### config.mk
export PLATFORM = sky130hd
export DESIGN_NAME = hazard_controller
export DESIGN_NICKNAME = d
export VERILOG_FILES = /design/src/rtl/mips_pkg.sv /design/src/rtl/hazard_detect.sv /design/src/rtl/hazard_controller.sv
export SDC_FILE = /design/constraint.sdc
export NUM_CORES = 1
export LEC_CHECK = 0
export CAP_MARGIN = 25
export CORE_MARGIN = 4
export CORE_UTILIZATION = 49
export CTS_BUF_LIST = sky130_fd_sc_hd__clkbuf_8
export DETAILED_ROUTE_END_ITERATION = 12
export GPL_ROUTABILITY_DRIVEN = 0
export PLACE_DENSITY = 0.83
export SLEW_MARGIN = 20
export SYNTH_ARGS = -nofsm -noshare
export SYNTH_HDL_FRONTEND = slang
export SYNTH_SLANG_ARGS = --single-unit
### constraint.sdc
create_clock -name clk -period 2.6 [get_ports clk]
set_input_delay 0.52 -clock clk [delete_from_list [all_inputs] [get_ports clk]]
set_output_delay 0.52 -clock clk [all_outputs]
set_load 0.01 [all_outputs]
### src/rtl/mips_pkg.sv
// Shared pipeline definitions: register-number width, memory latency default,
// hazard FSM states and the register dependency compare.
package mips_pkg;

  localparam int unsigned REG_W       = 5;
  localparam int unsigned MEM_LAT_DEF = 6;
  localparam int unsigned CNT_W       = 4;
  localparam int unsigned STALL_W     = 16;

  typedef enum logic [1:0] {
    ST_RUN      = 2'd0,
    ST_MEM_WAIT = 2'd1,
    ST_MEM_DONE = 2'd2
  } hz_state_e;

  typedef struct packed {
    logic             wb_en;
    logic [REG_W-1:0] dest;
  } wb_src_t;

  // Register 0 is hardwired to zero, so a write to it never creates a dependency.
  function automatic logic reg_hit(input wb_src_t w, input logic [REG_W-1:0] s1,
                                   input logic [REG_W-1:0] s2, input logic two_src);
    return w.wb_en && (w.dest != '0) && ((w.dest == s1) || (two_src && (w.dest == s2)));
  endfunction

endpackage

### src/rtl/hazard_detect.sv
// Combinational RAW-hazard compare of the ID sources against the EXE and MEM
// destinations.
module hazard_detect
  import mips_pkg::*;
#(
  parameter bit FORWARD_EN = 1'b0
) (
  input  logic [REG_W-1:0] src1,
  input  logic [REG_W-1:0] src2,
  input  logic             two_src,
  input  logic             exe_wb_en,
  input  logic             exe_mem_read,
  input  logic [REG_W-1:0] exe_dest,
  input  logic             mem_wb_en,
  input  logic [REG_W-1:0] mem_dest,
  output logic             hazard
);

  logic exe_hit;
  logic mem_hit;

  assign exe_hit = reg_hit('{wb_en: exe_wb_en, dest: exe_dest}, src1, src2, two_src);
  assign mem_hit = reg_hit('{wb_en: mem_wb_en, dest: mem_dest}, src1, src2, two_src);

  // With forwarding only a load still in EXE cannot supply its result in time.
  assign hazard = FORWARD_EN ? (exe_hit & exe_mem_read) : (exe_hit | mem_hit);

endmodule

### src/rtl/hazard_controller.sv
// Pipeline hazard controller: memory-latency stall FSM, branch flush and
// load-use freeze with a fixed priority, plus a saturating stall counter.
module hazard_controller
  import mips_pkg::*;
#(
  parameter int unsigned MEM_LAT    = MEM_LAT_DEF,
  parameter bit          FORWARD_EN = 1'b0
) (
  input  logic               clk,
  input  logic               rst,
  input  logic [REG_W-1:0]   src1,
  input  logic [REG_W-1:0]   src2,
  input  logic               twoSoursec,
  input  logic               exe_wb_en,
  input  logic               exe_mem_read,
  input  logic [REG_W-1:0]   exe_dest,
  input  logic               mem_wb_en,
  input  logic [REG_W-1:0]   mem_dest,
  input  logic               mem_req,
  input  logic               br_taken,
  output logic               freez,
  output logic               flush_ifid,
  output logic               pipe_stall,
  output logic               mem_done,
  output logic [STALL_W-1:0] stall_cycles
);

  localparam logic [CNT_W-1:0] LAST_CNT = CNT_W'(MEM_LAT - 1);

  hz_state_e          state_q, state_d;
  logic [CNT_W-1:0]   cnt_q, cnt_d;
  logic [STALL_W-1:0] stall_cycles_q, stall_cycles_d;
  logic               hazard;
  logic               stall_int;

  hazard_detect #(.FORWARD_EN(FORWARD_EN)) u_detect (
    .src1         (src1),
    .src2         (src2),
    .two_src      (twoSoursec),
    .exe_wb_en    (exe_wb_en),
    .exe_mem_read (exe_mem_read),
    .exe_dest     (exe_dest),
    .mem_wb_en    (mem_wb_en),
    .mem_dest     (mem_dest),
    .hazard       (hazard)
  );

  always_comb begin
    state_d = state_q;
    cnt_d   = cnt_q;
    unique case (state_q)
      ST_RUN: begin
        if (mem_req) begin
          state_d = ST_MEM_WAIT;
          cnt_d   = 4'd1;
        end
      end
      ST_MEM_WAIT: begin
        if (cnt_q == LAST_CNT) state_d = ST_MEM_DONE;
        else                   cnt_d   = cnt_q + 4'd1;
      end
      ST_MEM_DONE: begin
        state_d = ST_RUN;
        cnt_d   = '0;
      end
      default: begin
        state_d = ST_RUN;
        cnt_d   = '0;
      end
    endcase
  end

  // The request cycle itself stalls, so one access freezes exactly MEM_LAT cycles.
  assign stall_int  = ((state_q == ST_RUN) && mem_req) || (state_q == ST_MEM_WAIT);

  assign pipe_stall = !rst && stall_int;
  assign mem_done   = !rst && (state_q == ST_MEM_DONE);
  assign flush_ifid = !rst && !stall_int && br_taken;
  assign freez      = !rst && !stall_int && !br_taken && hazard;

  always_comb begin
    stall_cycles_d = stall_cycles_q;
    if ((pipe_stall || freez) && (stall_cycles_q != '1))
      stall_cycles_d = stall_cycles_q + 16'd1;
  end

  assign stall_cycles = rst ? '0 : stall_cycles_q;

  always_ff @(posedge clk) begin
    if (rst) begin
      state_q        <= ST_RUN;
      cnt_q          <= '0;
      stall_cycles_q <= '0;
    end else begin
      state_q        <= state_d;
      cnt_q          <= cnt_d;
      stall_cycles_q <= stall_cycles_d;
    end
  end

endmodule
==> out/metrics.csv <==
stage,metric,value,unit
power_and_ir_drop,PwrDens,354.6,nW/um^2
routing,# DRC,0,
critical_path,Critical Path RT,2080,ps
grt,global-route wire length before repair,6.679,mm
synth,Post-Synthesis Cells,185,
critical_path,CP Launch Type,input port,
routing,Antenna Nets Post-Route,0,
place,port bufs,46,
power_and_ir_drop,Clk pwr share,37.4,%
die,core area,3078,um^2
power_and_ir_drop,maximum VDD drop,0.3089,mV
timing,final hold violation count,0,
timing,minimum clock period,2538,ps
clocking,CTS tree,built,
synth,sequential area share after synthesis,27.63,%
power_and_ir_drop,combinational power share,21.4,%
synth,Synth Register Bits,22,
synth,asr flop ratio synth,0,%
routing,via density per instance,5.419,
critical_path,crit path kind,in2out,
cells_and_area,Diodes inserted,0,
synth,Synth Area per Inst,8.616,um^2
clocking,hold buffers post-CTS,0,
die,Die Wd,65.04,um
grt,All-Layer GR Usage,19.62,%
synth,post-synthesis compound-gate area fraction,11.22,%
power_and_ir_drop,Tot Pwr,851.4,uW
die,Die Area,4230,um^2
grt,number of global-route vias before repair,1524,
power_and_ir_drop,Cell Int Power,652.2,uW
clocking,Sink Count,22,
timing,Worst Skew,2.158,ps
synth,most frequent cell after synthesis,nor2_1,
clocking,clock root cell,clkbuf_8,
synth,Post-synth EDFFs,0,
clocking,CTS Buffer Depth,2,
power_and_ir_drop,leak pwr,0.001128,uW
routing,routed length per instance,15.00,um
die,Starting Density,51.79,%
cells_and_area,share of layout cells above drive strength 1,21.05,%
timing,slew margin rel.,53.83,%
routing,Met1 Wirelength,1.852,mm
synth,post-synthesis adder-cell area fraction,2.355,%
timing,Max Freq,0.3940,GHz
grt,largest net degree at the start of global routing,30,
routing,DR vias,1577,
critical_path,crit path capture type,output port,
critical_path,worst-path cell chain,clkdlybuf4s50_1 > buf_4 > buf_12 > nor2_1 > clkdlybuf4s50_1,
grt,Overflow after GRT,0,
routing,First-pass DRT Iterations,4,
routing,uppermost layer routed,met4,
clocking,htree depth,1,
power_and_ir_drop,switching share of power,23.40,%
timing,Tightest Pin Transition,690.7,ps
synth,Post-Syn Nets,216,
synth,top cell type's share of synthesized area,27.63,%
place,detailed placer's ending HPWL,3.060,mm
timing,Slew Limit Fails,0,
clocking,Num CTS Buffers,3,
power_and_ir_drop,sw power,199.2,uW
synth,simple-gate area share of the yosys netlist,31.48,%
synth,cell area after synthesis,1594,um^2
place,Placed Cells,285,
clocking,"CTS clk-pin slew, worst paths",80,ps
critical_path,CP max stage delay,550,ps
critical_path,CP most frequent cell,clkdlybuf4s50_1,
clocking,Worst-Skew Late Latency,260,ps
cells_and_area,Layout Cells excl Fill,291,
power_and_ir_drop,register share of total power,41.2,%
critical_path,CP bufs+invs,4,
synth,synth warn,0,
synth,mux cell area share after synthesis,10.60,%
status,outcome,finished clean,
die,die height,65.04,um
routing,final wirelength,4.366,mm
critical_path,CP arrival,2020,ps
die,Cell Rows,20,
timing,fin crit share,97.62,%
critical_path,CP max stage cell,clkdlybuf4s50_1,
critical_path,largest fanout on the critical path,29,
synth,Synth area leaders,"dfxtp_1, xnor2_1, mux2_4",
synth,cell taking the most area after synthesis,dfxtp_1,
synth,post-synthesis xor/xnor area fraction,12.09,%
grt,antenna violations before repair,0,
critical_path,R2R Setup Slk,360,ps
synth,Post-synth top cells,"nor2_1, dfxtp_1, xnor2_1, nand2_1, nor2b_1",
routing,Iter 0 DRT Violations,77,
cells_and_area,Area Overhead vs Synth,50.63,%
routing,wire length on met2,2.185,mm
place,placed cell area,2221,um^2
timing,Final Setup Violations,0,
timing,Min Hold Slack,522.3,ps
die,Top Ports,48,
min_path,Hold WC Path Type,reg2reg,
cells_and_area,Finished Cell Area,2401,um^2
critical_path,Worst path top cell family by delay,buffers and inverters,
routing,detailed route wirelength on metal3,236,um
synth,largest family of logic cells by synthesized area,simple AND/OR/NAND/NOR gates,
synth,library cells used by synthesis,44,
cells_and_area,Layout Nets,279,
synth,ys flop type,dfxtp_1,
job,max_cap viols,0,
[worst register-to-register path, cell delays in order (launching register included)]
cell and delay [ps]:
dfxtp_1 410, ha_1 210, nand3_1 160, or4b_1 630
and2_1 240, and4_4 200, mux2_4 280
[flip-flops by register name, summed over array words and instances, names as in the netlist]
name and cells:
stall_cycles_q 16, state_q 2, cnt_q 4
[per-layer routing]
metal,track usage (%),vias to the layer above
met5,0,-
met4,4.922,0
met3,2.600,9
met2,34.99,55
met1,24.76,732
li1,-,781
[layout make-up]
cell class                 instances  area [um^2]
fill                             230        676.9
clock buffer                       3        41.29
tap                               44        55.05
timing repair buffer              64        668.1
multi-input combinational        148         1132
sequential                        22        440.4
clock inverter                     1        30.03
inverter                           9        33.78
[worst paths after layout]
check / from / cells past startpoint / end
max reg2reg: stall_cycles_q[0]$_SDFFE_PP0P_ / 6 / stall_cycles_q[4]$_SDFFE_PP0P_
min: state_q[1]$_SDFFE_PP0P_ / 1 / cnt_q[1]$_SDFFE_PP0P_
max: rst / 5 / stall_cycles[3]
min reg2reg: state_q[1]$_SDFFE_PP0P_ / 1 / cnt_q[1]$_SDFFE_PP0P_
[power groups by stage]
| stage | sequential (uW) | combinational (uW) | clock (uW) |
|---|---|---|---|
| after floorplan | 355 | 81.7 | 0 |
| after detailed placement | 359 | 169 | 0 |
| final | 351 | 182 | 319 |
| after global routing | 353 | 196 | 336 |
| after global placement | 358 | 166 | 0 |
| after CTS | 351 | 170 | 325 |
[what timing repair did]
item,CTS,global route
resized for setup,7,22
pin swaps,0,2
setup endpoints to repair,6,19
cloned,0,1
setup buffers,0,1
[placed cells by master (no fill, tap or decap), types with 2 or more instances in the layout]
master / count
a21oi_1: 3
and2_1: 2
and3_1: 2
and4_4: 2
buf_12: 2
buf_4: 15
clkbuf_8: 3
clkdlybuf4s50_1: 28
dfxtp_1: 22
dlygate4sd2_1: 2
dlymetal6s2s_1: 15
ha_1: 3
inv_1: 9
mux2_1: 4
mux2_2: 3
mux2_4: 6
nand2_1: 12
nand3_1: 9
nand4_1: 6
nor2_1: 22
nor2b_1: 10
nor3_1: 3
nor3_2: 3
nor3b_1: 2
nor4_1: 2
nor4_2: 2
o21ai_0: 4
o21ai_1: 2
o22ai_2: 2
o311a_4: 2
or3_1: 4
xnor2_1: 20
xor2_1: 2
[kinds of logic after synthesis]
logic type                 count (synthesis)
DFF                                       22
and+or+nand+nor                           89
muxes                                     13
adders and majority gates                  3
buffers and inverters                     15
xor gates and xnor gates                  22
AOI/OAI and AO/OA                         21
[stage by stage]
step / setup slack [ps] / util (%) / setup TNS (ps)
6_report: 61.87 / 78.01 / 0
2_1_floorplan: 379.2 / - / 0
5_1_grt: -1.669 / 78.01 / -1.669
4_1_cts: 11.23 / 74.39 / 0
3_5_place_dp: -363.6 / 72.15 / -3641
3_3_place_gp: -321.3 / 72.15 / -3386
(Power assumes the default switching activity.)
